==> src/rtl/uart_cmd_pkg.sv <==
// Shared types and constants for the UART command bridge.
// Frame opcodes, reply codes and the bridge FSM state encoding.
package uart_cmd_pkg;

    typedef enum logic [2:0] {
        IDLE,
        GET_ADDR,
        GET_DATA,
        BUS,
        SEND,
        WAIT_TX
    } state_t;

    localparam logic [7:0] OP_WRITE = 8'h57;
    localparam logic [7:0] OP_READ  = 8'h52;
    localparam logic [7:0] RSP_ACK  = 8'h06;
    localparam logic [7:0] RSP_NAK  = 8'h15;

    function automatic logic is_opcode(input logic [7:0] b);
        return (b == OP_WRITE) || (b == OP_READ);
    endfunction

endpackage

==> src/rtl/uart_cmd_timeout.sv <==
// Inter-byte timeout counter for the UART command bridge.
// Counts enabled cycles; clear restarts it; expire pulses on the last one.
module uart_cmd_timeout #(
    parameter int CYC = 50000
) (
    input  logic clk,
    input  logic rst,
    input  logic clear,
    input  logic en,
    output logic expire
);

    localparam int CW = $clog2(CYC + 1);
    localparam logic [CW-1:0] LAST = CW'(CYC - 1);

    logic [CW-1:0] cnt;

    assign expire = en && !clear && (cnt == LAST);

    // Cycle counter, restarted by clear and after each expiry.
    always_ff @(posedge clk or negedge rst) begin
        if (!rst) begin
            cnt <= '0;
        end else if (clear || expire) begin
            cnt <= '0;
        end else if (en) begin
            cnt <= cnt + 1'b1;
        end
    end

endmodule

==> src/rtl/uart_cmd_bridge.sv <==
// UART command bridge: parses write/read frames into bus accesses
// and returns one reply byte per accepted frame.
module uart_cmd_bridge
    import uart_cmd_pkg::*;
#(
    parameter int ADDR_W      = 8,
    parameter int DATA_W      = 8,
    parameter int TIMEOUT_CYC = 50000
) (
    input  logic              clk,
    input  logic              rst,
    input  logic [7:0]        rx_data,
    input  logic              rx_done,
    input  logic              rx_parity_err,
    output logic [7:0]        tx_data,
    output logic              tx_en,
    input  logic              tx_busy,
    input  logic              tx_done,
    output logic              bus_req,
    output logic              bus_we,
    output logic [ADDR_W-1:0] bus_addr,
    output logic [DATA_W-1:0] bus_wdata,
    input  logic [DATA_W-1:0] bus_rdata,
    input  logic              bus_ack,
    output logic              busy,
    output logic              overrun
);

    logic [1:0]        rst_sync;
    logic              rst_i;
    state_t            state, state_d;
    logic [7:0]        op, op_d;
    logic [7:0]        reply, reply_d;
    logic [ADDR_W-1:0] addr_d;
    logic [DATA_W-1:0] wdata_d;
    logic              req_d, we_d;
    logic [7:0]        txd_d;
    logic              txen_d;
    logic              to_en, to_clr, to_exp;

    // Asynchronous assertion, clk-synchronous release of internal reset.
    always_ff @(posedge clk or negedge rst) begin
        if (!rst) begin
            rst_sync <= 2'b00;
        end else begin
            rst_sync <= {rst_sync[0], 1'b1};
        end
    end

    assign rst_i = rst_sync[1];

    assign to_en  = (state == GET_ADDR) || (state == GET_DATA);
    assign to_clr = rx_done || !to_en;

    uart_cmd_timeout #(
        .CYC(TIMEOUT_CYC)
    ) u_timeout (
        .clk   (clk),
        .rst   (rst_i),
        .clear (to_clr),
        .en    (to_en),
        .expire(to_exp)
    );

    assign busy    = (state != IDLE);
    assign overrun = rx_done &&
                     ((state == BUS) || (state == SEND) || (state == WAIT_TX));

    // Next-state and registered-output logic.
    always_comb begin
        state_d = state;
        op_d    = op;
        reply_d = reply;
        addr_d  = bus_addr;
        wdata_d = bus_wdata;
        req_d   = bus_req;
        we_d    = bus_we;
        txd_d   = tx_data;
        txen_d  = 1'b0;
        unique case (state)
            IDLE: begin
                if (rx_done) begin
                    if (!rx_parity_err && is_opcode(rx_data)) begin
                        op_d    = rx_data;
                        state_d = GET_ADDR;
                    end else begin
                        reply_d = RSP_NAK;
                        state_d = SEND;
                    end
                end
            end
            GET_ADDR: begin
                if (rx_done) begin
                    if (rx_parity_err) begin
                        op_d    = '0;
                        reply_d = RSP_NAK;
                        state_d = SEND;
                    end else begin
                        addr_d = rx_data[ADDR_W-1:0];
                        if (op == OP_WRITE) begin
                            state_d = GET_DATA;
                        end else begin
                            req_d   = 1'b1;
                            we_d    = 1'b0;
                            state_d = BUS;
                        end
                    end
                end else if (to_exp) begin
                    op_d    = '0;
                    state_d = IDLE;
                end
            end
            GET_DATA: begin
                if (rx_done) begin
                    if (rx_parity_err) begin
                        op_d    = '0;
                        reply_d = RSP_NAK;
                        state_d = SEND;
                    end else begin
                        wdata_d = rx_data[DATA_W-1:0];
                        req_d   = 1'b1;
                        we_d    = (op == OP_WRITE);
                        state_d = BUS;
                    end
                end else if (to_exp) begin
                    op_d    = '0;
                    state_d = IDLE;
                end
            end
            BUS: begin
                if (bus_ack) begin
                    req_d   = 1'b0;
                    we_d    = 1'b0;
                    reply_d = bus_we ? RSP_ACK : bus_rdata;
                    state_d = SEND;
                end
            end
            SEND: begin
                if (!tx_busy) begin
                    txd_d   = reply;
                    txen_d  = 1'b1;
                    state_d = WAIT_TX;
                end
            end
            WAIT_TX: begin
                if (tx_done) begin
                    state_d = IDLE;
                end
            end
            default: begin
                state_d = IDLE;
            end
        endcase
    end

    // State and output registers; all cleared while reset is held.
    always_ff @(posedge clk or negedge rst_i) begin
        if (!rst_i) begin
            state     <= IDLE;
            op        <= '0;
            reply     <= '0;
            bus_addr  <= '0;
            bus_wdata <= '0;
            bus_req   <= 1'b0;
            bus_we    <= 1'b0;
            tx_data   <= '0;
            tx_en     <= 1'b0;
        end else begin
            state     <= state_d;
            op        <= op_d;
            reply     <= reply_d;
            bus_addr  <= addr_d;
            bus_wdata <= wdata_d;
            bus_req   <= req_d;
            bus_we    <= we_d;
            tx_data   <= txd_d;
            tx_en     <= txen_d;
        end
    end

endmodule

==> config.mk <==
export PLATFORM = sky130hd
export DESIGN_NAME = uart_cmd_bridge
export DESIGN_NICKNAME = d
export VERILOG_FILES = /design/src/rtl/uart_cmd_pkg.sv /design/src/rtl/uart_cmd_timeout.sv /design/src/rtl/uart_cmd_bridge.sv
export SDC_FILE = /design/constraint.sdc
export NUM_CORES = 1
export LEC_CHECK = 0
export BUFFER_PORTS_ARGS = -buffer_cell sky130_fd_sc_hd__buf_4
export CAP_MARGIN = 10
export CELL_PAD_IN_SITES_DETAIL_PLACEMENT = 2
export CELL_PAD_IN_SITES_GLOBAL_PLACEMENT = 2
export CORE_ASPECT_RATIO = 1.5
export CORE_MARGIN = 2
export CORE_UTILIZATION = 39
export CTS_CLUSTER_SIZE = 30
export DETAILED_ROUTE_END_ITERATION = 16
export PLACE_DENSITY = 0.93
export REMOVE_ABC_BUFFERS = 1
export SLEW_MARGIN = 0
export SYNTH_ARGS = -nofsm -noshare
export SYNTH_HDL_FRONTEND = slang
export SYNTH_SLANG_ARGS = --single-unit
==> constraint.sdc <==
create_clock -name clk -period 3.9 [get_ports clk]
set_clock_uncertainty 0.1 [all_clocks]
set_input_delay 0.195 -clock clk [delete_from_list [all_inputs] [get_ports clk]]
set_output_delay 0.195 -clock clk [all_outputs]
set_load 0.01 [all_outputs]
==> impl_metrics.ini <==
[outcome]
outcome = finished clean

[route]
via_per_inst = 5.476
finalWirelength_um = 8353
wl_per_cell_um = 20.93
dr.first_iter.drc_count = 95
antenna_left = 0
first_pass_iters = 4
drc = 0
vias = 2185

[pwr]
power_density_nw_per_um2 = 620.4
fin_total_pwr_mw = 2.244
irDropWorstVdd_mv = 0.4130
p_leak_nw = 1.670

[placed_design]
post-place-ws_ps = 1310
dp_hpwl_um = 5541
port_buffers = 51
routabilityCongestion = 0.8126

[grt]
grt_usage = 0.2269
grt_pass1_vias = 2507
grt_pass1_wl_um = 13120
grt_max_degree = 50
antenna_found_initial = 0
overflow = 0

[worst_setup_path]
path_class = flip-flop to flip-flop
crit_path_end_kind = flip-flop
cp_max_fo = 17
required_ps = 4050
critical_path_arrival_ps = 2740
cp-start-kind = flip-flop

[synth]
synth_edf_count = 0
synthArstFlopShare = 1.000
synth_cell_types = 48
synth_ff_type = dfrtp_1
avgSynthCellArea_sq_um = 11.50
synth_top_area_cell = dfrtp_1
ys_seq_area_frac = 0.5636
ys_ff_latch = 64
synth.cell_area_sq_um = 2841
synth_top_area_frac = 0.5636
synth.most_common_cell = dfrtp_1
yosysWarnings = 0
synth_common_cells = dfrtp_1 (64), mux2_2 (25), nor2_1 (24)
syn_inst = 247
yosys-top-cells-area = dfrtp_1 (56%), mux2_2 (9.9%), nor2_1 (3.2%), xor2_1 (2.8%), a22o_1 (2.2%)

[timing]
setup_ws_ps = 1306
setup_viol = 0
maxSlewHeadroom = 0.2758
hold_violations = 0
drv_slew = 0
tightestPinTransition_ps = 1086
fin_tns_setup_ps = 0
min_period_over_period = 0.6652
fmax_ghz = 0.3855
rsz0062_at_grt = no
min_period_ps = 2594

[cts]
cts.sinks = 64
cts_tree = done
post-cts-setup-buffers = 0
cts_max_path_buffers = 2
path_clk_slew_ps = 80
clock_latency_ps = 360
h-tree-depth = 3
cts_made_buffers = 9
root_buffer = clkbuf_8

[floorplanning]
num_rows = 38
fp.dieW_um = 73.70
die_h_um = 108.5
initial_utilization = 0.3984
io_pins = 52
core_sq_um = 7132
fp.dieArea_sq_um = 7999

[finish]
final_nets = 338
fillers = 723
drive_gt1_frac = 0.3103
syn_to_final_growth_pct = 27.30
diodes = 0

[min_path]
hp-class = primary input to flip-flop

[job]
maxCapViolations = 0
## per-layer routing
| metal | share of wire | track usage | up-vias |
|---|---|---|---|
| li1 | - | - | 1004 |
| met1 | 0.39 | 0.2374 | 1105 |
| met2 | 0.55 | 0.4043 | 57 |
| met3 | 0.033 | 0.05219 | 19 |
| met4 | 0.035 | 0.1286 | 0 |
| met5 | 0 | 0 | - |
## logic make-up (layout without fill, tap and decap cells)
family | Yosys count | after routing | share of synthesized area
and+or+nand+nor | 84 | 84 | 0.1620
xor gates and xnor gates | 14 | 14 | 0.04315
adders and majority gates | 1 | 1 | 0.004403
muxes | 25 | 25 | 0.09908
DFF | 64 | 64 | 0.5636
other | 1 | 1 | 0.001320
AOI/OAI and AO/OA | 40 | 40 | 0.09820
buffers and inverters | 18 | 90 | 0.02818
## state kept, by name (all words and copies together), names as in the netlist
register	flops
u_timeout.cnt	16
bus_addr	8
bus_wdata	8
op	8
reply	8
tx_data	8
state	3
rst_sync	2
bus_req	1
bus_we	1
tx_en	1
## through the flow
step | instances | area (sq um) | util | hold slack, ps
after floorplan | 239 | 2799 | - | -200.6
after global placement | 371 | 3291 | 0.4614 | -121.6
after detailed placement | 371 | 3291 | 0.4614 | -121.4
after CTS | 398 | 3607 | 0.5058 | 1.235
after global routing | 399 | 3617 | 0.5072 | 12.25
final | 399 | 3617 | 0.5072 | 18.21
## worst paths after layout
kind                                              start                 endpoint  slack (ps)  depth (start not counted)
hold / removal                               rx_data[7]  bus_addr[7]$_DFFE_PN0P_          20                          2
min in group asynchronous                           rst    rst_sync[1]$_DFF_PN0_          60                          2
setup / recovery           u_timeout.cnt[5]$_DFFE_PN0P_        op[4]$_DFFE_PN0P_        1310                          5
setup reg to reg           u_timeout.cnt[5]$_DFFE_PN0P_        op[4]$_DFFE_PN0P_        1310                          5
max in group asynchronous         rst_sync[1]$_DFF_PN0_     reply[4]$_DFFE_PN0P_        2500                          1
hold reg to reg                   rst_sync[0]$_DFF_PN0_    rst_sync[1]$_DFF_PN0_         260                          0
## final cells by class
cell class                      count  area [sq um]  area share
Inverter                           10         37.54     0.01038
Sequential cell                    64          1603      0.4431
Multi-Input combinational cell    165          1160      0.3206
Clock inverter                      5         55.05     0.01522
Tap cell                           80         100.1     0.02767
Clock buffer                       11         151.4     0.04185
Timing Repair Buffer               64         510.5      0.1411
## report_power, final
group          internal [mW]  switching [mW]
registers              0.813           0.155
logic                  0.345           0.336
clock network          0.327           0.267
total                   1.49           0.759
## worst max-delay path: stages (launching register included)
cell and delay [ps]:
dfrtp_1 440, or4b_1 560, nor4_2 360, nand2b_1 640
nand2b_4 160, a21o_1 220
## placed cells by master (no fill, tap or decap), types with 2 or more instances in the layout
cell type and n:
nand3_1 8, buf_4 52, clkinv_2 2, o21ai_0 8
nor3_1 5, clkinvlp_4 2, and3_1 3, nand2_1 14
a22o_1 7, dlygate4sd3_1 12, a22oi_1 3, dfrtp_1 63
and2_1 5, a21o_1 3, nand2b_1 4, a21oi_1 6
mux2_2 25, inv_1 10, nand4_1 2, xnor2_1 5
nor4_2 2, o22ai_1 2, nor2_1 24, nor2b_1 3
xor2_1 9, a211o_1 2, nor4_1 2, clkbuf_8 11
or4b_1 3
## what timing repair did
action / CTS / global route
hold endpoints to repair: 15 / 1
hold buffers: 11 / 1
gates resized for setup: 0 / 0
Note: power is estimated with default switching activity, not from simulation.
